`config.mk`:
```
export PLATFORM = sky130hd
export DESIGN_NAME = mmu_sync_first_fifo
export DESIGN_NICKNAME = d
export VERILOG_FILES = /design/src/rtl/mmu_async_pkg.sv /design/src/rtl/mmu_sync_first_fifo_sync.sv /design/src/rtl/mmu_sync_first_fifo.sv
export SDC_FILE = /design/constraint.sdc
export NUM_CORES = 1
export LEC_CHECK = 0
export CAP_MARGIN = 10
export CORE_UTILIZATION = 35
export CTS_CLUSTER_DIAMETER = 100
export CTS_CLUSTER_SIZE = 10
export DETAILED_ROUTE_END_ITERATION = 8
export GPL_ROUTABILITY_DRIVEN = 1
export GPL_TIMING_DRIVEN = 1
export SYNTH_ARGS = -nofsm -noshare
export SYNTH_HDL_FRONTEND = slang
export SYNTH_HIERARCHICAL = 1
export SYNTH_SLANG_ARGS = --single-unit
```
`constraint.sdc`:
```
create_clock -name clk -period 5.3 [get_ports clk]
set_input_delay 1.59 -clock clk [delete_from_list [all_inputs] [get_ports clk]]
set_output_delay 1.59 -clock clk [all_outputs]
set_load 0.01 [all_outputs]
```
`src/rtl/mmu_async_pkg.sv`:
```
// Shared types and constants for the MMU synchronous/asynchronous boundary blocks.
package mmu_async_pkg;

  typedef enum logic [1:0] {
    ST_IDLE,
    ST_SETUP,
    ST_WAIT_FREE
  } launch_state_t;

  localparam int unsigned TOK_CNT_W = 16;

endpackage

```
`src/rtl/mmu_sync_first_fifo_sync.sv`:
```
// Generic flop-chain synchronizer for a single asynchronous level or phase signal.
module sync_ff_mmu #(
  parameter int unsigned SYNC_STAGES = 2
) (
  input  logic clk,
  input  logic rst,
  input  logic d,
  output logic q
);

  logic [SYNC_STAGES-1:0] chain;

  always_ff @(posedge clk) begin
    if (rst) chain <= '0;
    else     chain <= {chain[SYNC_STAGES-2:0], d};
  end

  assign q = chain[SYNC_STAGES-1];

endmodule

```
`src/rtl/mmu_sync_first_fifo.sv`:
```
// Clocked-to-asynchronous launch stage: buffers words in a FIFO and launches them one at a
// time as bundled data with a 2-phase drive/free handshake.
module mmu_sync_first_fifo
  import mmu_async_pkg::*;
#(
  parameter int unsigned DW          = 32,
  parameter int unsigned DEPTH       = 4,
  parameter int unsigned SETUP       = 1,
  parameter int unsigned SYNC_STAGES = 2
) (
  input  logic                 clk,
  input  logic                 rst,
  input  logic                 s_valid,
  output logic                 s_ready,
  input  logic [DW-1:0]        s_data,
  output logic                 o_drive,
  output logic [DW-1:0]        o_data,
  input  logic                 i_free,
  output logic                 o_busy,
  output logic                 o_err,
  output logic [TOK_CNT_W-1:0] o_tok_cnt
);

  localparam int unsigned AW = $clog2(DEPTH);
  localparam logic [3:0] SETUP_LAST = 4'(SETUP - 1);

  logic [DW-1:0] mem [DEPTH];
  logic [AW:0]   wr_ptr, rd_ptr;
  logic          full, empty, push, pop, launch;
  logic          free_s, free_last, free_evt;
  logic [3:0]    setup_cnt;
  launch_state_t state, state_nxt;

  // Extra wrap bit distinguishes full from empty when the index bits match.
  assign empty   = (wr_ptr == rd_ptr);
  assign full    = (wr_ptr[AW] != rd_ptr[AW]) && (wr_ptr[AW-1:0] == rd_ptr[AW-1:0]);
  assign s_ready = !full;
  assign push    = s_valid && !full;
  assign o_busy  = (state != ST_IDLE) || !empty;

  sync_ff_mmu #(.SYNC_STAGES(SYNC_STAGES)) u_free_sync (
    .clk (clk),
    .rst (rst),
    .d   (i_free),
    .q   (free_s)
  );

  assign free_evt = free_s ^ free_last;

  always_ff @(posedge clk) begin
    if (rst) state <= ST_IDLE;
    else     state <= state_nxt;
  end

  always_comb begin
    state_nxt = state;
    pop       = 1'b0;
    launch    = 1'b0;
    case (state)
      ST_IDLE: begin
        if (!empty) begin
          pop       = 1'b1;
          state_nxt = ST_SETUP;
        end
      end
      ST_SETUP: begin
        if (setup_cnt == SETUP_LAST) begin
          launch    = 1'b1;
          state_nxt = ST_WAIT_FREE;
        end
      end
      ST_WAIT_FREE: begin
        if (free_evt) state_nxt = ST_IDLE;
      end
      default: state_nxt = ST_IDLE;
    endcase
  end

  always_ff @(posedge clk) begin
    if (push) mem[wr_ptr[AW-1:0]] <= s_data;
  end

  always_ff @(posedge clk) begin
    if (rst) begin
      wr_ptr    <= '0;
      rd_ptr    <= '0;
      o_data    <= '0;
      setup_cnt <= '0;
      o_drive   <= 1'b0;
      o_tok_cnt <= '0;
      o_err     <= 1'b0;
      free_last <= 1'b0;
    end else begin
      free_last <= free_s;
      if (push) wr_ptr <= wr_ptr + 1'b1;
      if (pop) begin
        o_data    <= mem[rd_ptr[AW-1:0]];
        rd_ptr    <= rd_ptr + 1'b1;
        setup_cnt <= '0;
      end else if (state == ST_SETUP) begin
        setup_cnt <= setup_cnt + 1'b1;
      end
      if (launch) begin
        o_drive   <= ~o_drive;
        o_tok_cnt <= o_tok_cnt + 1'b1;
      end
      // A free with no token outstanding is flagged but never advances the FSM.
      if (free_evt && (state != ST_WAIT_FREE)) o_err <= 1'b1;
    end
  end

endmodule
```
==> run_results.csv, run 1 <==
group,metric,value,unit
status,status,"finished clean",
logic_synthesis,synth.most_common_cell,"edfxtp_1",
worst_setup_path,crit_slowest_cell,"dfxtp_1",
pwr,cellLeakagePower,2.965,nW
worst_setup_path,r2r_start,"wr_ptr[1]",
worst_setup_path,path_class,"flip-flop to primary output",
pwr,ir_drop,0.2844,mV
finish,layout-drive-gt1-share,14.65,%
detailed_routing,wl_per_cell,16.69,µm
timing,relSlewSlack,39.63,%
clocking,cts_buffer_depth,2,
floorplanning,die_y,147.4,µm
finish,final_cells,857,
logic_synthesis,synth.area.mux_share,10.49,%
logic_synthesis,synth_xor_area_share,2.621,%
floorplanning,rows,52,
grt,track_usage,14.25,%
logic_synthesis,synth_fa_ha_area_share,1.353,%
timing,max_slew.worst_pin.slew,905.6,ps
floorplanning,ios,88,
timing,max_freq,278.6,MHz
floorplanning,dieArea,21720,µm²
detailed_routing,vias,4197,
logic_synthesis,yosysTopAreaCellShare,51.95,%
grt,grt-ovfl-total,0,
clocking,h-tree-depth,4,
detailed_routing,drtPass1Iterations,4,
logic_synthesis,synthSimpleGateAreaFrac,9.217,%
timing,setup_viol,0,
detailed_routing,drt-initial-drc-count,263,
clocking,root_buffer,"clkbuf_16",
clocking,clkTransAtPathRegs,70,ps
clocking,holdBufCountCts,0,
floorplanning,start_util,36.10,%
grt,grt_max_degree,62,
detailed_routing,routed_wl,14300,µm
min_path,hold_path_class,"flip-flop to flip-flop",
pwr,cellPowerDensity,464.4,nW/µm²
place,gp_congestion,0.7483,
clocking,post_cts_buffers,0,
clocking,clock_latency,430,ps
min_path,hp-start,"u_free_sync/chain[0]",
logic_synthesis,yosys_warnings,6,
logic_synthesis,synth_top_family_by_area,"multiplexers",
worst_setup_path,reg2reg_slack,3050,ps
grt,grt_pass1_vias,4366,
worst_setup_path,cp-end-kind,"primary output",
clocking,cts_made_buffers,17,
floorplanning,die_w,147.4,µm
logic_synthesis,synth-seq-cells,193,
logic_synthesis,ys_seq_area_share,69.54,%
clocking,clock-sinks,193,
logic_synthesis,synthCells,487,
timing,hold_viol,0,
logic_synthesis,synth_area_leader_cell,"edfxtp_1",
clocking,cts_tree,"yes",
timing,period_share,67.73,%
worst_setup_path,crit_start,"wr_ptr[1]",
logic_synthesis,syn-cell-area,7398,µm²
detailed_routing,drcViolationCount,0,
grt,grt_pass1_wl,23250,µm
logic_synthesis,synth-compound-area-share,4.431,%
worst_setup_path,path_cells,"xor2_4, or3_1, clkdlybuf4s50_1",
worst_setup_path,slowest_delay,500,ps
logic_synthesis,ys_async_sr_fraction,0,%
timing,min_period,3590,ps
worst_setup_path,required,3710,ps
pwr,finalPower,4.217,mW
timing,timing.final.max_slew_violations,0,
finish,nets,618,
place,dpl.cell_count,825,
logic_synthesis,ys_top_cells_by_area,"edfxtp_1 (52%), dfxtp_1 (18%), mux4_2 (9.7%)",
worst_setup_path,crit_fanout,7,
place,io_buffers,87,
finish,area_growth,22.73,%
timing,skew,7.734,ps
logic_synthesis,synth_edf_count,128,
logic_synthesis,syn_nets,531,
clocking,cts.repair.resized,0,
run,drv_cap,0,
timing,fin_setup_tns,0,ps
logic_synthesis,ys_types,40,
detailed_routing,ant_nets,0,
logic_synthesis,yosys-top-cells-count,"edfxtp_1 (128), nand2_1 (75), dfxtp_1 (65)",
logic_synthesis,synthFlopType,"edfxtp_1",
detailed_routing,vias_per_cell,4.897,
logic_synthesis,syn_avg_cell_area,15.19,µm²
worst_setup_path,cp.arrival,2000,ps
place,dp_hpwl,8669,µm
timing,rsz0062_at_grt,"no",
grt,antenna_found_initial,0,
floorplanning,coreArea,20490,µm²
finish,n_antenna_cell,0,
worst_setup_path,cp-start-kind,"flip-flop",
[cell type report]
type                       instances  area, µm²
sequential                       193       5147
fill                            1835      11410
clock inverter                    11      120.1
timing repair buffer              91      895.9
multi-input combinational        262       2085
tap                              270      337.8
inverter                           9      33.78
clock buffer                      21      460.4
[worst max-delay path, delay by kind of cell (launching register included)]
kind | cells | cell delay, ps
DFF | 1 | 500
buffers and inverters | 1 | 500
and+or+nand+nor | 1 | 420
xor gates and xnor gates | 1 | 160
[state kept, by name, indices dropped and copies added, names as in the netlist, 2 cells and up]
| signal | flops |
|---|---|
| wr_ptr | 3 |
| mem | 128 |
| state | 2 |
| o_data | 32 |
| setup_cnt | 4 |
| rd_ptr | 3 |
| o_tok_cnt | 16 |
| u_free_sync/chain | 2 |
[cells in the final DEF, fill, tap and decap left out, types with 3 or more instances in the layout]
master,synthesis,routed
buf_4,5,4
clkdlybuf4s50_1,0,86
dfxtp_1,65,63
or3_1,5,5
mux2_2,4,4
inv_1,9,8
and2_2,0,3
xor2_1,6,6
clkbuf_16,0,17
o21ai_0,11,11
a21oi_1,45,45
nor2_1,23,23
edfxtp_1,128,128
nand3_1,6,6
mux4_2,32,32
ha_1,8,8
xnor2_1,8,8
inv_6,0,3
nand2_1,75,75
nor2b_1,7,7
inv_8,0,3
[stage by stage]
step                      hold slack (ps)  area [µm²]  setup WS (ps)  util [%]
after global placement              430.2        8499           1785     41.47
after floorplan                     413.8        7398           2286         -
after global routing                467.9        9080           1652     44.30
after CTS                           460.3        9080           1699     44.30
after detailed placement            442.4        8499           1737     41.47
final                               454.1        9080           1710     44.30
[power by group]
group | switching, mW | leakage [nW] | internal [mW]
Clock | 0.568 | 0.284 | 0.689
Sequential | 0.100 | 1.71 | 1.79
Combinational | 0.572 | 0.974 | 0.500
Total | 1.24 | 2.97 | 2.98
[path summary, 6_finish.rpt]
path,end,depth (start not counted)
worst max register to register,mem[1][11],3
worst max-delay path,s_ready,3
worst min register to register,u_free_sync/chain[1],1
worst min-delay path,u_free_sync/chain[1],1
[logic make-up after synthesis]
group | Yosys count
AO/OA/AOI/OAI | 60
adder cells (fa/ha/maj) | 8
AND/OR/NAND/NOR | 140
multiplexers | 37
XOR/XNOR | 17
buffers and inverters | 32
flip-flops | 193
[per-layer routing]
metal	vias up	wire (µm)	global-route usage [%]
li1	1970	-	-
met1	2115	6745	18.67
met2	100	6943	23.23
met3	12	487	3.827
met4	0	127	4.124
met5	-	0	0
Power figures use the tool's default switching activity.
==> run 2, diff against run 1 <==
- clock period: 5.3 -> 3.05 ns (I/O delays scaled with it)
==> run_results.csv, run 2 (same netlist as run 1, synthesis figures left out) <==
group,metric,value,unit
status,status,"finished clean",
detailed_routing,dr_wl_met3,636,µm
detailed_routing,maxUsedRoutingLayer,"met4",
clocking,post_cts_buffers,0,
pwr,p_switching,2.234,mW
timing,max_slew.worst_pin.slew,812.7,ps
timing,skew,11.05,ps
clocking,cts_buffer_depth,2,
pwr,cellPowerDensity,806.3,nW/µm²
place,pre_cts_ws,478.4,ps
detailed_routing,drtPass1Iterations,4,
pwr,ir_drop,0.5032,mV
timing,min_period,2870,ps
clocking,holdBufCountCts,0,
floorplanning,rows,52,
timing,setup_viol,0,
finish,fillers,1824,
pwr,p_comb_share,25.5,%
finish,area_growth,24.35,%
place,gp_congestion,0.7486,
min_path,hold_path_class,"flip-flop to flip-flop",
timing,max_freq,348.5,MHz
place,place_area,8592,µm²
timing,hold_viol,0,
pwr,p_clk_share,30.3,%
timing,hold_ws,455.5,ps
worst_setup_path,slowest_delay,500,ps
clocking,cts_made_buffers,17,
detailed_routing,wl_per_cell,16.62,µm
floorplanning,die_y,147.4,µm
finish,largest_reg_flops,128,
finish,stdcell_area,9200,µm²
run,drv_cap,0,
timing,period_share,94.08,%
finish,layout.cells.most_common_list,"edfxtp_1 (128), clkdlybuf4s50_1 (86), nand2_1 (75)",
floorplanning,die_w,147.4,µm
grt,track_usage,14.37,%
worst_setup_path,path_buf_inv,1,
grt,grt_pass1_vias,4380,
grt,antenna_found_initial,0,
pwr,p_sw_share,30.11,%
worst_setup_path,cp-end-kind,"primary output",
floorplanning,dieArea,21720,µm²
timing,fin_setup_tns,0,ps
worst_setup_path,path_class,"flip-flop to primary output",
clocking,clock_latency,430,ps
detailed_routing,routed_wl,14310,µm
worst_setup_path,path_cells,"xor2_4, or3_1, clkdlybuf4s50_1",
timing,timing.final.max_slew_violations,0,
finish,nets,622,
grt,grt_pass1_wl,23600,µm
worst_setup_path,crit_family,"buffers and inverters",
finish,layout-drive-gt1-share,15.57,%
finish,final_common_cell,"edfxtp_1",
clocking,h-tree-depth,4,
worst_setup_path,cp-start-kind,"flip-flop",
floorplanning,ios,88,
timing,postLayoutSetupSlackWorst,180.4,ps
worst_setup_path,cp.arrival,1950,ps
detailed_routing,wl_met1,6523,µm
clocking,cts_tree,"yes",
grt,grt_max_degree,35,
detailed_routing,drcViolationCount,0,
finish,final_cells,861,
timing,rsz0062_at_grt,"no",
detailed_routing,dr_wl_met2,6966,µm
clocking,root_buffer,"clkbuf_16",
floorplanning,coreArea,20490,µm²
grt,grt-ovfl-total,0,
place,dp_hpwl,9194,µm
pwr,intPower,5.184,mW
worst_setup_path,crit_slowest_cell,"clkdlybuf4s50_1",
place,io_buffers,87,
worst_setup_path,required,2130,ps
timing,relSlewSlack,45.82,%
clocking,cts.repair.resized,0,
detailed_routing,drt-initial-drc-count,319,
detailed_routing,vias_per_cell,4.885,
place,dpl.cell_count,829,
worst_setup_path,crit_fanout,7,
finish,n_antenna_cell,0,
pwr,p_seq_share,44.2,%
detailed_routing,vias,4206,
clocking,clock-sinks,193,
clocking,clkTransAtPathRegs,70,ps
pwr,cellLeakagePower,3.010,nW
detailed_routing,ant_nets,0,
floorplanning,start_util,36.10,%
==> run 2: cell types whose count changed in the layout (fill, tap and decap cells not counted), moves of 2 or more <==
cell	previous run	this run
buf_12	0	5
clkinv_8	0	3
clkbuf_1	2	0
inv_6	3	5
==> run 2: area by class of cell <==
cell class              count  area [µm²]  share of cell area [%]
clock inverters            14       168.9                   1.836
repair buffers             95       988.4                   10.74
flip-flops and latches    193        5147                   55.95
well taps                 270       337.8                   3.672
clock buffers              18       439.2                   4.774
inverters                   9       33.78                  0.3672
multi-input cells         262        2085                   22.66
==> run 2: path summary, 6_finish.rpt <==
kind	cells past startpoint	startpoint	slack, ps	end
hold / removal	2	o_data[31]	460	o_data[31]
hold reg to reg	2	o_data[31]	460	o_data[31]
setup / recovery	3	wr_ptr[1]	180	s_ready
setup reg to reg	5	wr_ptr[1]	1030	o_data[25]
==> run 2: worst register-to-register path, stage by stage, from the launching register on <==
cell     delay (ps)
dfxtp_1         480
xor2_4          160
o31ai_4         610
buf_4           440
nand2_1         110
a21oi_1         160
==> run 2: layer usage <==
layer,up-vias,global-route usage (%)
met5,-,0
met4,0,5.103
met3,13,4.105
met2,102,23.49
met1,2101,18.25
li1,1990,-
==> run 2: through the flow <==
step                      utilization, %  power, mW
after floorplan                        -      4.546
after global placement             41.92      5.230
after detailed placement           41.92      5.274
after CTS                          44.89      7.537
after global routing               44.89      7.826
final                              44.89      7.418
==> run 2: power by group through the flow <==
stage          sequential (mW)  combinational [mW]  clock [mW]
2_1_floorplan             3.38                1.17           0
3_3_place_gp              3.33                1.90           0
3_5_place_dp              3.35                1.93           0
4_1_cts                   3.29                1.94        2.31
5_1_grt                   3.33                2.09        2.41
6_report                  3.28                1.89        2.25
